===== src/rtl/mips_ctrl_pkg.sv =====
// Shared types and constants for the pipeline stall/flush sequencer.
package mips_ctrl_pkg;

    typedef enum logic [1:0] {
        RUN  = 2'd0,
        MISS = 2'd1,
        FILL = 2'd2,
        HALT = 2'd3
    } stall_state_t;

    localparam logic [4:0] REG_ZERO = 5'd0;

    // Lock bundle ordered front (PC) to back (MEM/WB).
    typedef struct packed {
        logic pc;
        logic if_id;
        logic id_ex;
        logic ex_mem;
        logic mem_wb;
    } lock_vec_t;

    localparam lock_vec_t LOCK_NONE  = '{pc: 1'b0, if_id: 1'b0, id_ex: 1'b0, ex_mem: 1'b0, mem_wb: 1'b0};
    localparam lock_vec_t LOCK_FRONT = '{pc: 1'b1, if_id: 1'b1, id_ex: 1'b0, ex_mem: 1'b0, mem_wb: 1'b0};
    localparam lock_vec_t LOCK_ALL   = '{pc: 1'b1, if_id: 1'b1, id_ex: 1'b1, ex_mem: 1'b1, mem_wb: 1'b1};

endpackage


===== src/rtl/load_use_detect.sv =====
// Load-use hazard comparator: flags an ID-stage read of a register an EX-stage load is about to write.
// Purely combinational, zero latency; no handshake.
module load_use_detect
    import mips_ctrl_pkg::*;
(
    input  logic       ex_mem_read,
    input  logic [4:0] ex_rd_num,
    input  logic [4:0] id_rs_num,
    input  logic [4:0] id_rt_num,
    input  logic       id_uses_rt,
    output logic       load_use
);

    logic rs_match;
    logic rt_match;

    // $0 is hardwired to zero, so a load targeting it never creates a dependency.
    assign rs_match = (ex_rd_num == id_rs_num);
    assign rt_match = id_uses_rt && (ex_rd_num == id_rt_num);
    assign load_use = ex_mem_read && (ex_rd_num != REG_ZERO) && (rs_match || rt_match);

endmodule


===== src/rtl/pipeline_stall_ctrl.sv =====
// Stall/flush sequencer: buffer locks, load-use bubbles, cache-miss freeze, halt latch, perf counters.
// Locks are combinational from state (Mealy in RUN); state and counters update on the rising edge.
// Memory backpressure: mem_req held until mem_ready is sampled; the whole pipe is frozen meanwhile.
module pipeline_stall_ctrl
    import mips_ctrl_pkg::*;
#(
    parameter int CNT_W        = 32,
    parameter int MISS_TIMEOUT = 1023
) (
    input  logic             clk,
    input  logic             rst_b,
    input  logic             mem_access_mem,
    input  logic             cache_hit_mem,
    input  logic             mem_ready,
    input  logic             ex_mem_read,
    input  logic [4:0]       ex_rd_num,
    input  logic [4:0]       id_rs_num,
    input  logic [4:0]       id_rt_num,
    input  logic             id_uses_rt,
    input  logic             halted_wb,
    output logic             pc_lock,
    output logic             lock_if_id,
    output logic             lock_id_ex,
    output logic             lock_ex_mem,
    output logic             lock_mem_wb,
    output logic             bubble_id_ex,
    output logic             mem_req,
    output logic             cache_fill,
    output logic             halted,
    output logic             miss_timeout,
    output logic [CNT_W-1:0] stall_cycles,
    output logic [CNT_W-1:0] bubble_count
);

    localparam int               WD_W     = (MISS_TIMEOUT > 0) ? $clog2(MISS_TIMEOUT + 1) : 1;
    localparam logic [WD_W-1:0]  WD_LIMIT = WD_W'(MISS_TIMEOUT);
    localparam logic [CNT_W-1:0] CNT_MAX  = '1;

    stall_state_t    state;
    stall_state_t    state_nxt;
    lock_vec_t       locks;
    logic            miss;
    logic            load_use;
    logic            bubble;
    logic [WD_W-1:0] wd_cnt;
    logic [WD_W-1:0] wd_inc;

    load_use_detect u_load_use_detect (
        .ex_mem_read (ex_mem_read),
        .ex_rd_num   (ex_rd_num),
        .id_rs_num   (id_rs_num),
        .id_rt_num   (id_rt_num),
        .id_uses_rt  (id_uses_rt),
        .load_use    (load_use)
    );

    assign miss = mem_access_mem && !cache_hit_mem;

    always_comb begin
        state_nxt  = state;
        locks      = LOCK_NONE;
        bubble     = 1'b0;
        mem_req    = 1'b0;
        cache_fill = 1'b0;
        case (state)
            RUN: begin
                // A miss freezes everything, so any coincident hazard is simply re-seen after the fill.
                if (miss) begin
                    locks     = LOCK_ALL;
                    state_nxt = MISS;
                end else if (load_use) begin
                    locks  = LOCK_FRONT;
                    bubble = 1'b1;
                end
            end
            MISS: begin
                locks   = LOCK_ALL;
                mem_req = 1'b1;
                if (mem_ready) begin
                    state_nxt = FILL;
                end
            end
            FILL: begin
                locks      = LOCK_ALL;
                cache_fill = 1'b1;
                state_nxt  = RUN;
            end
            HALT: begin
                locks = LOCK_ALL;
            end
            default: begin
                state_nxt = RUN;
            end
        endcase
        if (halted_wb) begin
            state_nxt = HALT;
        end
    end

    assign pc_lock      = locks.pc;
    assign lock_if_id   = locks.if_id;
    assign lock_id_ex   = locks.id_ex;
    assign lock_ex_mem  = locks.ex_mem;
    assign lock_mem_wb  = locks.mem_wb;
    assign bubble_id_ex = bubble;

    assign wd_inc = wd_cnt + WD_W'(1);

    always_ff @(posedge clk) begin
        if (!rst_b) begin
            state        <= RUN;
            halted       <= 1'b0;
            miss_timeout <= 1'b0;
            wd_cnt       <= '0;
            stall_cycles <= '0;
            bubble_count <= '0;
        end else begin
            state <= state_nxt;
            if (halted_wb) begin
                halted <= 1'b1;
            end

            // Watchdog counts consecutive MISS cycles and parks at the limit.
            if (state == MISS) begin
                if (wd_cnt != WD_LIMIT) begin
                    wd_cnt <= wd_inc;
                    if ((MISS_TIMEOUT != 0) && (wd_inc == WD_LIMIT)) begin
                        miss_timeout <= 1'b1;
                    end
                end
            end else begin
                wd_cnt <= '0;
            end

            if (locks.mem_wb && (state != HALT) && (stall_cycles != CNT_MAX)) begin
                stall_cycles <= stall_cycles + CNT_W'(1);
            end
            if (bubble && (bubble_count != CNT_MAX)) begin
                bubble_count <= bubble_count + CNT_W'(1);
            end
        end
    end

endmodule


===== config.mk =====
export PLATFORM = sky130hd
export DESIGN_NAME = pipeline_stall_ctrl
export DESIGN_NICKNAME = d
export VERILOG_FILES = /design/src/rtl/mips_ctrl_pkg.sv /design/src/rtl/load_use_detect.sv /design/src/rtl/pipeline_stall_ctrl.sv
export SDC_FILE = /design/constraint.sdc
export NUM_CORES = 1
export LEC_CHECK = 0
export CAP_MARGIN = 30
export CORE_MARGIN = 1.5
export CORE_UTILIZATION = 45
export CTS_CLUSTER_DIAMETER = 80
export DETAILED_ROUTE_END_ITERATION = 7
export PLACE_DENSITY_LB_ADDON = 0.08
export SKIP_LAST_GASP = 1
export SLEW_MARGIN = 20
export SYNTH_ARGS = -nofsm -noshare
export SYNTH_HDL_FRONTEND = slang
export SYNTH_SLANG_ARGS = --single-unit

===== constraint.sdc =====
create_clock -name clk -period 2.9 [get_ports clk]
set_clock_uncertainty 0.05 [all_clocks]
set_input_delay 0.435 -clock clk [delete_from_list [all_inputs] [get_ports clk]]
set_output_delay 0.435 -clock clk [all_outputs]
set_load 0.1 [all_outputs]

==> results.txt <==
----------------------------------------------------
[Run status]
  Run status ... completed

[Critical path]
  Sequence of cells on the critical path ... clkdlybuf4s50_1 > or4_1 > o21ai_1 > nand2b_1 > nand3_2 > buf_12
  Category of the worst setup path launch point ... input pin
  Worst Path Buf+Inv ... 2
  Category of cells accounting for the largest share of critical-path delay ... simple AND/OR/NAND/NOR gates
  Crit. End Element ... primary output
  Worst-path fanout max ... 3
  Critical path data arrival time ... approximately 2.2 ns
  Delay of the slowest cell on the worst path ... 0.55 ns
  Category of the most critical setup path ... input pin to primary output
  Data required, critical path ... 2.41 ns
  CP max stage cell ... sky130_fd_sc_hd__or4_1

[Floorplanning]
  FP Rows ... 34
  Initial Utilization ... around 46%
  Number of primary I/O pins ... 97
  Core outline area ... between 8000 and 9000 sq um
  Die Outline Area ... 9380 sq um
  Floorplan die height ... roughly 97 um
  Die width ... 96.8 um

[Clocking]
  Clock transition at the register clock pins on the worst setup and hold paths after CTS ... roughly 0.080 ns
  Clk_lat worst skew ... 0.35 ns
  H-tree Lvls ... 3
  CTS Buffer Depth ... 2
  Count of clock tree sinks ... 78
  Number of buffers added for setup after CTS ... 0
  CTS tree ... yes
  Root buffer cell ... sky130_fd_sc_hd__clkbuf_8
  Post-cts sizing count ... 0
  Clock buffers created by TritonCTS ... 9
  Hold buffer count at cts ... 0

[STA]
  Period utilisation layout ... a little over nine tenths
  Final Max Tran Viols ... 0
  Worst slew margin relative to its limit ... about 52%
  RSZ-0062 raised after global routing ... no
  Fmax ... 0.368 GHz
  Final critical delay including setup and external delays ... 2.71 ns
  Final hold violation count ... 0
  Final number of setup-violating endpoints ... 0
  Worst-Margin Slew ... 0.709 ns
  Setup Total Neg Slack ... 0 ns

[Synth]
  Share of flip-flops with an asynchronous set or reset after synthesis ... 0%
  Flip-flop and latch count after synthesis ... 78
  Number of distinct standard cells referenced by the synthesized netlist ... 50
  Top FF cell, synth ... sky130_fd_sc_hd__dfxtp_1
  Syn Nets ... 512
  Yosys synthesis warning count ... 0
  Post-synthesis instance area ... 3960 sq um
  Synth top area cells ... sky130_fd_sc_hd__dfxtp_1 39%, sky130_fd_sc_hd__xnor2_1 6.2%, sky130_fd_sc_hd__nor2_1 5.5%
  Library cell occupying the most area in the post-synthesis netlist ... sky130_fd_sc_hd__dfxtp_1
  Mean area per synthesized cell ... 8.24 sq um
  Most frequent cell after synthesis ... sky130_fd_sc_hd__dfxtp_1
  Post-Synthesis Cells ... 481
  Leading cell types by count after synthesis ... 78 x sky130_fd_sc_hd__dfxtp_1, 58 x sky130_fd_sc_hd__nor2_1, 36 x sky130_fd_sc_hd__a21oi_1
  Synth top area share ... 39.4%
  Sequential element share of the synthesized area ... between 30% and 40%
  EDFF count, synth ... 0

[Route]
  Average wire per standard cell ... 13.7 um
  Starting DRT DRC Count ... ~120
  DRT Wirelength ... 9.51 mm
  Final routed DRC violation total ... 0
  First-pass DRT Iterations ... 4
  Ratio of routed vias to standard cells ... 5.48
  Antenna-violating nets left ... 0
  Total via count after detailed routing ... between 3,000 and 4,000

[GRT]
  Maximum number of pins on one net before global-route repair ... 36
  First-pass GRT wire length ... 16.1 mm
  Number of global-route vias before repair ... 3,495
  Antenna violations before repair ... 0
  GRT Overall Usage ... 20.5%
  Sum of overflow across all layers after global routing ... 0

[Cells and area]
  Count of inserted antenna diode cells ... 0
  Register Area ... 1570 sq um
  Post-layout nets ... about 610
  Ratio of cells with drive above 1 in the final layout ... about a fifth
  Total area of multi-input combinational cells ... 2260 sq um
  Filler instances ... 810
  Area grow syn2layout ... 30.3%

[Pwr]
  Total design power ... 2.28 mW
  Max VDD drop ... roughly 0.2 mV
  Power density cells ... between 400 and 500 nW/um^2
  Total leakage power ... 1.89 nW

[Placement]
  Total half-perimeter wirelength after legalization and detailed placement ... 7.01 mm
  Buffers on Ports ... 96
  Final estimated routing congestion in global placement ... about 0.79

[Job]
  Max_cap viols ... 0

[Hold path]
  Path type of the worst min-delay path ... flop to flop

----------------------------------------------------
[where the power goes]
group | switching [mW] | total (mW) | leakage, nW | internal [mW]
logic | 0.247 | 0.374 | 1.17 | 0.127
clock network | 0.411 | 0.806 | 0.0883 | 0.395
registers | 0.0157 | 1.10 | 0.634 | 1.08
[through the flow]
step / hold WS [ns] / util, % / setup slack, ns / cell area [sq um] / std cells
finish: 0.435 / 59.8 / 0.185 / 5160 / 694
CTS: 0.443 / 59.8 / 0.173 / 5160 / 694
global route: 0.457 / 59.8 / 0.109 / 5160 / 694
global placement: 0.405 / 57.6 / 0.125 / 4970 / 678
detailed placement: 0.423 / 57.6 / 0.0690 / 4970 / 678
floorplan: 0.456 / - / 0.00518 / 3980 / 481
[kinds of logic (layout without fill, tap and decap cells)]
kind of cell / after synthesis / count (layout) / synth area share, %
AO/OA/AOI/OAI: 78 / 78 / 11.8
XOR/XNOR: 52 / 52 / 11.5
adder cells (fa/ha/maj): 8 / 8 / 2.53
buffers and inverters: 37 / 142 / 3.79
flip-flops: 78 / 78 / 39.4
multiplexers: 5 / 5 / 1.26
AND/OR/NAND/NOR: 223 / 223 / 29.7
[registers in the layout (all words and copies together), names as in the netlist]
| register | count |
|---|---|
| bubble_count | 32 |
| stall_cycles | 32 |
| wd_cnt | 10 |
| state | 2 |
| halted | 1 |
| miss_timeout | 1 |
[worst paths after layout]
path | start | to | slack (ns) | cells past startpoint
setup reg to reg | bubble_count[10] | bubble_count[25] | 0.37 | 6
setup / recovery | ex_rd_num[1] | pc_lock | 0.19 | 6
hold / removal | halted | halted | 0.43 | 2
hold reg to reg | halted | halted | 0.43 | 2
[layer usage]
layer	part of all wire (%)	vias up	track usage, %
met5	0	-	0
met4	1.2	0	6.69
met3	5.6	10	4.26
met2	46	97	34.2
met1	47	1772	26.5
li1	-	1925	-
[cell type report]
class                           instances  share of cell area (%)
Clock buffer                           10                    2.47
Clock inverter                          6                    1.21
Inverter                               19                    1.38
Multi-Input combinational cell        366                    43.7
Sequential cell                        78                    30.5
Tap cell                              108                    2.62
Timing Repair Buffer                  107                    18.1
[worst min-delay path, cell delays in order (launching register included)]
cell and delay [ns]:
sky130_fd_sc_hd__dfxtp_1 0.33, sky130_fd_sc_hd__nor2_1 0.05, sky130_fd_sc_hd__nor2_1 0.07
[placed cells by master (no fill, tap or decap), drive strengths merged, types with 18 or more instances in the layout]
cell type      instances
nand4                 25
buf                   85
xnor2                 28
nand2                 32
dfxtp                 78
clkdlybuf4s50         22
a21oi                 36
nand3                 34
nor2                  58
inv                   19
o21ai                 18
xor2                  24
Power figures use the tool's default switching activity.
